**src/rtl/parity_pkg.sv**
```systemverilog
// Shared types and line levels for the parity frame transmitter and its future receiver.
package parity_pkg;

    typedef enum logic [2:0] {
        IDLE,
        START,
        DATA,
        PARITY,
        STOP
    } tx_state_t;

    localparam logic START_BIT  = 1'b0;
    localparam logic STOP_BIT   = 1'b1;
    localparam logic IDLE_LEVEL = 1'b1;

endpackage

```
**src/rtl/parity_frame_tx_if.sv**
```systemverilog
// Valid/ready word handshake between the parallel parity logic and the serialiser.
interface parity_frame_tx_if #(
    parameter int DATA_W = 4
);
    logic [DATA_W-1:0] data_in;
    logic              odd_sel;
    logic              data_valid;
    logic              data_ready;

    modport master (
        output data_in,
        output odd_sel,
        output data_valid,
        input  data_ready
    );

    modport slave (
        input  data_in,
        input  odd_sel,
        input  data_valid,
        output data_ready
    );
endinterface

```
**src/rtl/bit_timer.sv**
```systemverilog
// Free-running bit-period counter: tick marks the last clock of a bit, pre_tick the one before it.
module bit_timer #(
    parameter int CLKS_PER_BIT = 4
) (
    input  logic clk,
    input  logic rst,
    input  logic clear,
    output logic tick,
    output logic pre_tick
);
    localparam int TW = (CLKS_PER_BIT > 1) ? $clog2(CLKS_PER_BIT) : 1;

    logic [TW-1:0] count;

    assign tick = (count == TW'(CLKS_PER_BIT - 1));

    // With a one-clock bit every cycle is both the last and the one before the last.
    generate
        if (CLKS_PER_BIT == 1) begin : g_single
            assign pre_tick = 1'b1;
        end else begin : g_multi
            assign pre_tick = (count == TW'(CLKS_PER_BIT - 2));
        end
    endgenerate

    always_ff @(posedge clk or posedge rst) begin
        if (rst) begin
            count <= '0;
        end else if (clear || tick) begin
            count <= '0;
        end else begin
            count <= count + TW'(1);
        end
    end
endmodule

```
**src/rtl/parity_frame_tx.sv**
```systemverilog
// Serialises one data word per frame: start bit, data LSB first, parity bit, stop bit.
module parity_frame_tx
    import parity_pkg::*;
#(
    parameter int DATA_W       = 4,
    parameter int CLKS_PER_BIT = 4
) (
    input  logic                  clk,
    input  logic                  rst,
    parity_frame_tx_if.slave      up,
    output logic                  serial_out,
    output logic                  busy,
    output logic                  frame_done
);
    localparam int IW = (DATA_W > 1) ? $clog2(DATA_W) : 1;

    tx_state_t         state;
    logic [DATA_W-1:0] shift_reg;
    logic [DATA_W-1:0] shifted;
    logic [IW-1:0]     bit_idx;
    logic              parity_bit;
    logic              accept;
    logic              timer_clear;
    logic              tick;
    logic              pre_tick;

    // Ready depends only on the state register, never on data_valid.
    assign up.data_ready = (state == IDLE);
    assign busy          = (state != IDLE);
    assign accept        = up.data_valid && (state == IDLE);
    assign timer_clear   = (state == IDLE);
    assign shifted       = shift_reg >> 1;

    bit_timer #(
        .CLKS_PER_BIT(CLKS_PER_BIT)
    ) u_bit_timer (
        .clk      (clk),
        .rst      (rst),
        .clear    (timer_clear),
        .tick     (tick),
        .pre_tick (pre_tick)
    );

    // frame_done is raised one clock early so it lands in the final stop-bit cycle.
    always_ff @(posedge clk or posedge rst) begin
        if (rst) begin
            state      <= IDLE;
            shift_reg  <= '0;
            bit_idx    <= '0;
            parity_bit <= 1'b0;
            serial_out <= IDLE_LEVEL;
            frame_done <= 1'b0;
        end else begin
            frame_done <= 1'b0;
            case (state)
                IDLE: begin
                    serial_out <= IDLE_LEVEL;
                    if (accept) begin
                        shift_reg  <= up.data_in;
                        parity_bit <= (^up.data_in) ^ up.odd_sel;
                        bit_idx    <= '0;
                        serial_out <= START_BIT;
                        state      <= START;
                    end
                end
                START: begin
                    if (tick) begin
                        serial_out <= shift_reg[0];
                        state      <= DATA;
                    end
                end
                DATA: begin
                    if (tick) begin
                        if (bit_idx == IW'(DATA_W - 1)) begin
                            bit_idx    <= '0;
                            serial_out <= parity_bit;
                            state      <= PARITY;
                        end else begin
                            bit_idx    <= bit_idx + IW'(1);
                            shift_reg  <= shifted;
                            serial_out <= shifted[0];
                        end
                    end
                end
                PARITY: begin
                    if (tick) begin
                        serial_out <= STOP_BIT;
                        frame_done <= (CLKS_PER_BIT == 1);
                        state      <= STOP;
                    end
                end
                STOP: begin
                    if (tick) begin
                        serial_out <= IDLE_LEVEL;
                        state      <= IDLE;
                    end else begin
                        frame_done <= pre_tick;
                    end
                end
                default: begin
                    serial_out <= IDLE_LEVEL;
                    state      <= IDLE;
                end
            endcase
        end
    end
endmodule

```
**src/flat_wrapper.sv**
```systemverilog
// flat-port wrapper written by rule: the top's interface ports become plain ports
module parity_frame_tx_flat import parity_pkg::*;
#(
    parameter int DATA_W       = 4,
    parameter int CLKS_PER_BIT = 4
)
  (clk, rst, serial_out, busy, frame_done, up_data_in, up_odd_sel, up_data_valid, up_data_ready);
  parity_frame_tx_if #(.DATA_W(DATA_W)) up_i ();
  input  logic clk;
  input  logic rst;
  output logic serial_out;
  output logic busy;
  output logic frame_done;
  input wire logic [$bits(up_i.data_in)-1:0] up_data_in;
  input wire logic [$bits(up_i.odd_sel)-1:0] up_odd_sel;
  input wire logic [$bits(up_i.data_valid)-1:0] up_data_valid;
  output wire logic [$bits(up_i.data_ready)-1:0] up_data_ready;
  assign up_i.data_in = up_data_in;
  assign up_i.odd_sel = up_odd_sel;
  assign up_i.data_valid = up_data_valid;
  assign up_data_ready = up_i.data_ready;
  parity_frame_tx #(.DATA_W(DATA_W), .CLKS_PER_BIT(CLKS_PER_BIT)) u_core (.clk(clk), .rst(rst), .up(up_i), .serial_out(serial_out), .busy(busy), .frame_done(frame_done));
endmodule
```
**config.mk**
```make
export PLATFORM = sky130hd
export DESIGN_NAME = parity_frame_tx_flat
export DESIGN_NICKNAME = d
export VERILOG_FILES = /design/src/rtl/parity_pkg.sv /design/src/rtl/parity_frame_tx_if.sv /design/src/rtl/bit_timer.sv /design/src/rtl/parity_frame_tx.sv /design/src/flat_wrapper.sv
export SDC_FILE = /design/constraint.sdc
export NUM_CORES = 1
export LEC_CHECK = 0
export BUFFER_PORTS_ARGS = -buffer_cell sky130_fd_sc_hd__buf_2
export CORE_ASPECT_RATIO = 0.7
export CORE_MARGIN = 10
export CORE_UTILIZATION = 40
export DETAILED_ROUTE_END_ITERATION = 7
export PLACE_DENSITY = 0.71
export RECOVER_POWER = 25
export SETUP_SLACK_MARGIN = 0.05
export SYNTH_ARGS = -nofsm -noshare
export SYNTH_HDL_FRONTEND = slang
export SYNTH_HIERARCHICAL = 1
export SYNTH_SLANG_ARGS = --single-unit
```
**constraint.sdc**
```tcl
create_clock -name clk -period 1.98 [get_ports clk]
set_input_delay 0 -clock clk [delete_from_list [all_inputs] [get_ports clk]]
set_output_delay 0 -clock clk [all_outputs]
set_load 0.01 [all_outputs]
```
Word level (Yosys, flattened, before mapping)
Cells that the tools add are included. Widths: inputs -> output; s select.

Bits in registers: 14. Input port bits: 8. Output and inout port bits: 4. Logic and storage cells: 61.

Add/subtract/negate cells: 2. Equality and inequality tests: 15. Muxes and demuxes: 24. Bitwise operators: 1. Reduce and logical (&&, ||, !) cells: 12.

Operator list (number): $mux 3 (6); $pmux 3 s5 (1); $mux 4 (3); $ne 2x2->1 const B (5); $mux 2 (4); $pmux 4 s2 (1); $mux 1 (7); $eq 2x2->1 const B (3); $eq 3x2->1 const B (2); $ne 2x1->1 const B (3); $reduce_and 3->1 (2); $reduce_and 6->1 (1); $add 2x1->2 const B (2); $pmux 1 s4 (1); $pmux 2 s2 (1); $reduce_and 4->1 (1); $reduce_xor 4->1 (1); $eq 3x1->1 const B (1); $eq 3x3->1 const B (1); $logic_not 3->1 (1); $reduce_bool 3->1 (1); $reduce_and 2->1 (1); $reduce_bool 2->1 (1); $reduce_or 2->1 (1); other kinds (3) (3).

Longest topological paths before layout
Gate-level depths: netlist (run 1).

Depth after elaboration: 4. Mapped depth: 5. Depth with buffers taken out: 4.

Hierarchy
Netlist (run 1), hierarchy kept.

By module, submodules not included: parity_frame_tx (instances 1, cells an instance 67, area each 734.5 µm², seq. area each 301.5 µm²); bit_timer (instances 1, cells an instance 8, area each 102.6 µm², seq. area each 50.0 µm²).

Worst setup path after synthesis (run 1)
OpenSTA, ideal clock, no wires.

Path kind: register to register. From: reg u_core.u_bit_timer.count[0]. To: reg u_core.bit_idx[0]. Setup time: 121 ps. Arrival time: 1356 ps. Required time: 1859 ps. Setup slack: 503 ps. Cell stages (with the launch flop): 5. Buffers on the path: 1. Period minus slack after synthesis: 1477 ps. Cell sequence: dfrtp_1 ha_1 buf_2 mux2_2 a22o_1.

Longest elaborated chain between the ends: 3.

RTL lines: from (decl) (line bit_timer.sv:13) `logic [TW-1:0] count;`; from (signal assigned) (line bit_timer.sv:32) `count <= count + TW'(1);`; $eq 2x2->1 (line bit_timer.sv:15) `assign tick = (count == TW'(CLKS_PER_BIT - 1));`; via u_core.tick (line parity_frame_tx.sv:24) `logic tick;`; $ne 2x2->1 (no line); $reduce_and 3->1 (no line); to (signal assigned) (line parity_frame_tx.sv:79) `bit_idx <= bit_idx + IW'(1);`; to (decl) (line parity_frame_tx.sv:20) `logic [IW-1:0] bit_idx;`.

The timed path passes the listed nets, and every way through them passes these cells. A chain may end at the register's enable or synchronous reset.

Final worst setup path (run 1)
From: reg u_core.state[1]. To: reg u_core.shift_reg[1].

Longest elaborated chain between the ends: 4. Elaborated cells between the ends (all ways): 9. Those cells by class: 4 x eq/ne; 1 x mux; 4 x reduce/logical.

RTL lines: from (decl) (line parity_frame_tx.sv:17) `tx_state_t state;`; from (signal assigned) (line parity_frame_tx.sv:47) `state <= IDLE;`; from (signal assigned) (line parity_frame_tx.sv:63) `state <= START;`; from (signal assigned) (line parity_frame_tx.sv:69) `state <= DATA;`; $logic_not 3->1 (line parity_frame_tx.sv:30, parity_frame_tx.sv:55); $logic_and 1x1->1 (line parity_frame_tx.sv:30) `assign accept = up.data_valid && (state == IDLE);`; $ne 2x1->1 (no line); $reduce_and 4->1 (no line); to (signal assigned) (line parity_frame_tx.sv:59) `shift_reg <= up.data_in;`; to (signal assigned) (line parity_frame_tx.sv:80) `shift_reg <= shifted;`; to (decl) (line parity_frame_tx.sv:18) `logic [DATA_W-1:0] shift_reg;`.

Several ways; a longest one is shown, not always the timed one.

==> run metrics, run 1 <==
VDD IR-drop max 520 uV; worst setup margin 0.387 ns; TritonCTS clock tree yes; gr usage total 0.0863; # DRC 0; Initial Utilization 0.436; Worst setup SP type flop; gpl congestion 0.725; vias 613; leakage power around 0.00044 uW; Tcrit/Tclk final 0.805; vias in the first global route 597; Detailed Place HPWL 1270 um; Seq/Total Area, Yosys 0.420; initial antenna violation count 0; Final Slew Violations 0; mapped cell area between 800 and 900 um2; die width between 70 and 80 um; worst min path class input port to flop; Critical Path Slowest Stage Cell dfrtp_1; vias per inst 5.47; 1st-iter DRT viols 49; most frequent cells in the layout 13 x dfrtp_1, 11 x buf_2, 5 x nand2_1; fmax 0.628 GHz; Routed Antenna Nets 0; post-synth top area cell dfrtp_1; overall power 1420 uW; Fin. Hold Viols 0; clk slew on worst S/H paths 0.09 ns; syn nets 87; Max Cap Violations 0; setup TNS 0 ns; row count 13; n_diodes 0; Root Driver clkbuf_4; asr flop ratio synth 1.00; Mapped Cells 75; worst path required time 2.16 ns; Final Setup Violations 0; Clock Latency Late Sink 0.29 ns; first-pass GRT wire length 2860 um; post-DR wirelength/cell 14.9 um; top_reg_cell synth dfrtp_1; final instance area 966 um2; CTS sink cnt 14; Slew @ Worst Pin 0.486 ns; Cell Pwr Density 1470 nW/um2; Relative slew margins 0.676; top cell type's share of synthesized area 0.389; unrepaired setup endpoints after global routing false; fraction of layout cells with a size suffix above 1 0.322; Num CTS Buffers 3; I/O pin total 12; synthesized flop and latch total 14; largest net degree at the start of global routing 13; port bufs 11; min Tclk post-route 1.59 ns; EDFF count, synth 0; core area 1920 um2; WS Path Type flop to flop; Placed Instance Area 910 um2; syn_area_per_cell 11.2 um2; Crit path arrival time 1.77 ns; CP endpoint kind flop; status finished clean; H-Tree Depth 1; global route total overflow 0; Clock Skews 0.00379 ns; Max Buffers Root-to-Sink 2; max reg flops 4; synth warn 6; CP peak stage delay 0.45 ns; die area 4350 um2; Place WS around 0.4 ns; DR pass1 iterations 4; worst-path maximum fanout 11; final WL 1670 um; commonest non-fill, non-tap cell in the layout dfrtp_1; crit path cell chain buf_4, nand2b_1, a21boi_2, mux2_2; layout net count 103; Layout area overhead 15.4%; count of cell types in the netlist 38; Synth area leaders dfrtp_1 39%, ha_1 6.0%, mux2_1 5.4%; Die Ht 58.3 um
per-stage QoR:
stage	hold WS (ns)	utilization	cells
after CTS	0.0108	0.503	112
after detailed placement	-0.133	0.474	106
after floorplan	-0.259	-	75
after global routing	0.0341	0.503	112
after global placement	-0.133	0.474	106
final	0.0300	0.503	112
per-layer routing:
| layer | vias up | routed length, um | track usage |
|---|---|---|---|
| met1 | 290 | 839 | 0.121 |
| met4 | 0 | 25 | 0.0403 |
| met3 | 4 | 94 | 0.0306 |
| li1 | 298 | - | - |
| met5 | - | 0 | 0 |
| met2 | 21 | 714 | 0.112 |
critical path: cells and delay by family, from the launching register on:
family | cells | cell delay (ns)
flops | 1 | 0.45
mux | 1 | 0.37
compound gates | 1 | 0.26
buf+inv | 1 | 0.20
simple gates | 1 | 0.20
cell usage after synthesis, types with 2 or more instances:
| master | number |
|---|---|
| dfrtp_1 | 13 |
| nand2_1 | 5 |
| ha_1 | 4 |
| inv_1 | 4 |
| mux2_1 | 4 |
| mux2_2 | 4 |
| a21oi_1 | 2 |
| a22o_1 | 2 |
| buf_2 | 2 |
| buf_4 | 2 |
| nand2b_1 | 2 |
| nor3_2 | 2 |
| o21ai_0 | 2 |
| o21ai_1 | 2 |
| xor2_1 | 2 |
path summary, 6_finish.rpt:
check | from | cells past startpoint | slack (ns) | end
worst min-delay path | up_data_valid | 3 | 0.03 | u_core/shift_reg[3]
max in group asynchronous | rst | 3 | 1.36 | u_core/serial_out
worst max register to register | u_core/state[1] | 4 | 0.39 | u_core/shift_reg[1]
worst max-delay path | u_core/state[1] | 4 | 0.39 | u_core/shift_reg[1]
worst min register to register | u_core/u_bit_timer/count[0] | 1 | 0.48 | u_core/u_bit_timer/count[0]
min in group asynchronous | rst | 3 | 0.10 | u_core/u_bit_timer/count[0]
layout make-up:
cell class | instances | area [um2]
Tap cell | 22 | 27.5
Inverter | 5 | 20.0
Multi-Input combinational cell | 52 | 440
Sequential cell | 14 | 352
Timing Repair Buffer | 15 | 90.1
Clock buffer | 4 | 36.3
Fill cell | 189 | 953
power by group:
part | total [uW] | switching [uW] | internal, uW
Sequential | 569 | 145 | 424
Clock | 212 | 100 | 112
Combinational | 634 | 295 | 339
cells by family after synthesis:
group / synth area share
simple gates: 0.155
mux: 0.120
compound gates: 0.133
xor+xnor: 0.0583
fa+ha+maj: 0.0598
flops: 0.420
buf+inv: 0.0538
what timing repair did:
action,4_1_cts,5_1_grt
setup buffers,0,0
hold buffers,2,0
hold endpoints to repair,14,0
gates resized for setup,0,0
(Power assumes the default switching activity.)
==> run 2: changes to the inputs <==
PLACE_DENSITY = 0.73   (was 0.71)
clock period = 1.4 ns   (was 1.98 ns; I/O delays follow)
==> run 2 against run 1 <==
Compared with the run above: the run now ends with setup timing left; final area rose by 31%; critical path depth did not move; clock power rose by 43%.
==> run metrics, run 2 (same netlist as run 1, synthesis figures left out) <==
status complete, but fails checks; violated checks setup timing; crit path buf inv count 1 (unchanged); Final Slew Violations 0 (unchanged); die width 74.7 um (unchanged); Tcrit/Tclk final 1.05 (+0.241); row count 13 (unchanged); port bufs 11 (unchanged); Root Driver clkbuf_4; vias 721 (+18%); CP peak stage delay 0.46 ns (about the same); # DRC 0 (unchanged); reg-to-reg slack, setup -0.06 ns (-0.45 ns); Die Ht 58.3 um (unchanged); Logic pwr share 0.605 (+0.157); area of the multi-input gates 532 um2 (+21%); Cell Pwr Density 2240 nW/um2 (+53%); Slew @ Worst Pin 0.502 ns (+0.0159 ns); worst path required time 1.58 ns (-0.58 ns); commonest non-fill, non-tap cell in the layout buf_4; reg2reg start u_core/state[2]; largest net degree at the start of global routing 13 (unchanged); unrepaired setup endpoints after global routing true; worst-path maximum fanout 5 (-6); DR pass1 iterations 4 (unchanged); overall power 2830 uW (+100%); Crit path arrival time 1.64 ns (-0.13 ns); Crit path depth 4 (unchanged); sw power 1080 uW (+100%); clk slew on worst S/H paths 0.09 ns (about the same); Initial Utilization 0.436 (unchanged); Clock Skews 0.00666 ns (+0.00287 ns); Final Setup Violations 5 (+5); vias per inst 5.34 (-2.4%); clock share of power 0.108 (-0.042); r2r endpoint u_core/shift_reg[2]; Hold EP u_core/shift_reg[3]; WS Path Type flop to flop; Hold Startpoint up_data_in[3]; Max Cap Violations 0 (unchanged); internal power 1750 uW (+100%); CP endpoint kind flop; layout net count 126 (+22%); CTS sink cnt 14 (unchanged); min Tclk post-route 1.46 ns (-0.130 ns); VDD IR-drop max 807 uV (+55%); die area 4350 um2 (unchanged); max reg flops 4 (unchanged); initial antenna violation count 0 (unchanged); I/O pin total 12 (unchanged); fmax 0.683 GHz (+8.9%); core area 1920 um2 (unchanged); final WL 2340 um (+40%); Switching Share 0.382 (about the same); first-pass GRT wire length 3710 um (+29%); post-DR wirelength/cell 17.3 um (+16%); worst min path class input port to flop; Layout area overhead 50.7%; Worst Reg2Reg Path Length in Cells 4 (unchanged); Detailed Place HPWL 1480 um (+16%); Clock Latency Late Sink 0.30 ns (about the same); crit path cell chain buf_4, nor2_4, a21boi_4, mux2_2; sequential share of power 0.287 (-0.115); leakage power 0.000583 uW (+32%); Reg area 355 um2 (+1.1%); gr usage total 0.112 (+0.0252); Final Hold Slack 0.00600 ns (-0.0240 ns); Fin. Hold Viols 0 (unchanged); n_diodes 0 (unchanged); most frequent cells in the layout 23 x buf_4, 10 x dfrtp_1, 8 x buf_2; vias in the first global route 777 (+30%); Place WS -0.113 ns (-0.516 ns); fraction of layout cells with a size suffix above 1 0.558 (+0.235); gpl congestion 0.784 (+8.1%); Worst setup SP type flop; Largest delay share family, worst path flip-flops; worst setup margin -0.0635 ns (-0.450 ns); TritonCTS clock tree yes; Num CTS Buffers 3 (unchanged); Routed Antenna Nets 0 (unchanged); Worst Hold Depth 3 (unchanged); global route total overflow 0 (unchanged); H-Tree Depth 1 (unchanged); Relative slew margins 0.665 (-0.0106); Critical Path Slowest Stage Cell dfrtp_2; 1st-iter DRT viols 62 (+27%); Max Buffers Root-to-Sink 2 (unchanged); # fillers 149 (-21%)
==> run 2: changes by cell type in the layout (fill, tap and decap cells not counted), moves of 2 or more <==
cell and change:
buf_4 +21, dfrtp_2 +3, buf_6 +4, nand2_1 -2, dfrtp_1 -3, buf_2 -3
ha_1 -2
==> run 2: layout make-up <==
cell class	count	area share
Sequential cell	14	0.282
Multi-Input combinational cell	52	0.422
Timing Repair Buffer	38	0.227
Inverter	5	0.0188
Clock buffer	4	0.0288
Tap cell	22	0.0218
==> run 2: worst max path at each step <==
stage / startpoint / to / slack [ns]
5_1_grt: u_core/u_bit_timer/count[0] / u_core/shift_reg[2] / -0.1
2_1_floorplan: u_core/bit_idx[0] / u_core/shift_reg[0] / -0.01
6_report: u_core/state[2] / u_core/shift_reg[2] / -0.06
4_1_cts: u_core/bit_idx[0] / u_core/shift_reg[2] / -0.05
3_3_place_gp: u_core/state[1] / u_core/shift_reg[0] / -0.06
3_5_place_dp: u_core/state[1] / u_core/shift_reg[1] / -0.11
==> run 2: metal layers <==
layer / vias up / share of wire / track usage / wire length [um]
met1: 358 / 0.44 / 0.132 / 1030
met3: 5 / 0.051 / 0.0493 / 119
met5: - / 0 / 0 / 0
met4: 0 / 0.018 / 0.0349 / 42
met2: 13 / 0.49 / 0.177 / 1140
li1: 345 / - / - / -
==> run 2: power groups by stage <==
stage | Sequential (uW) | Clock, uW | Combinational (uW)
CTS | 767 | 310 | 1540
global placement | 772 | 0 | 1210
detailed placement | 783 | 0 | 1240
floorplan | 733 | 0 | 805
global route | 833 | 326 | 1840
finish | 811 | 304 | 1710
==> run 2: worst reg2reg max path: stages (launching register included) <==
cell and delay, ns:
dfrtp_2 0.46, buf_4 0.17, nor2_4 0.11, a21boi_4 0.24
mux2_2 0.36
==> run 2: timing repair <==
item                       CTS  global route
buffers inserted             7             1
hold endpoints to repair    13             0
pin swaps                    2             3
setup endpoints to repair    8            10
gates resized for setup     13             9
hold buffers                 1             0
==> run 2: through the flow <==
step                instance area, um2  std cells  utilization  setup TNS (ns)
floorplan                          858         75            -         -0.0483
global placement                  1040        122        0.544          -0.190
detailed placement                1040        122        0.544          -0.367
CTS                               1200        134        0.626          -0.168
global route                      1260        135        0.657          -0.454
finish                            1260        135        0.657          -0.214
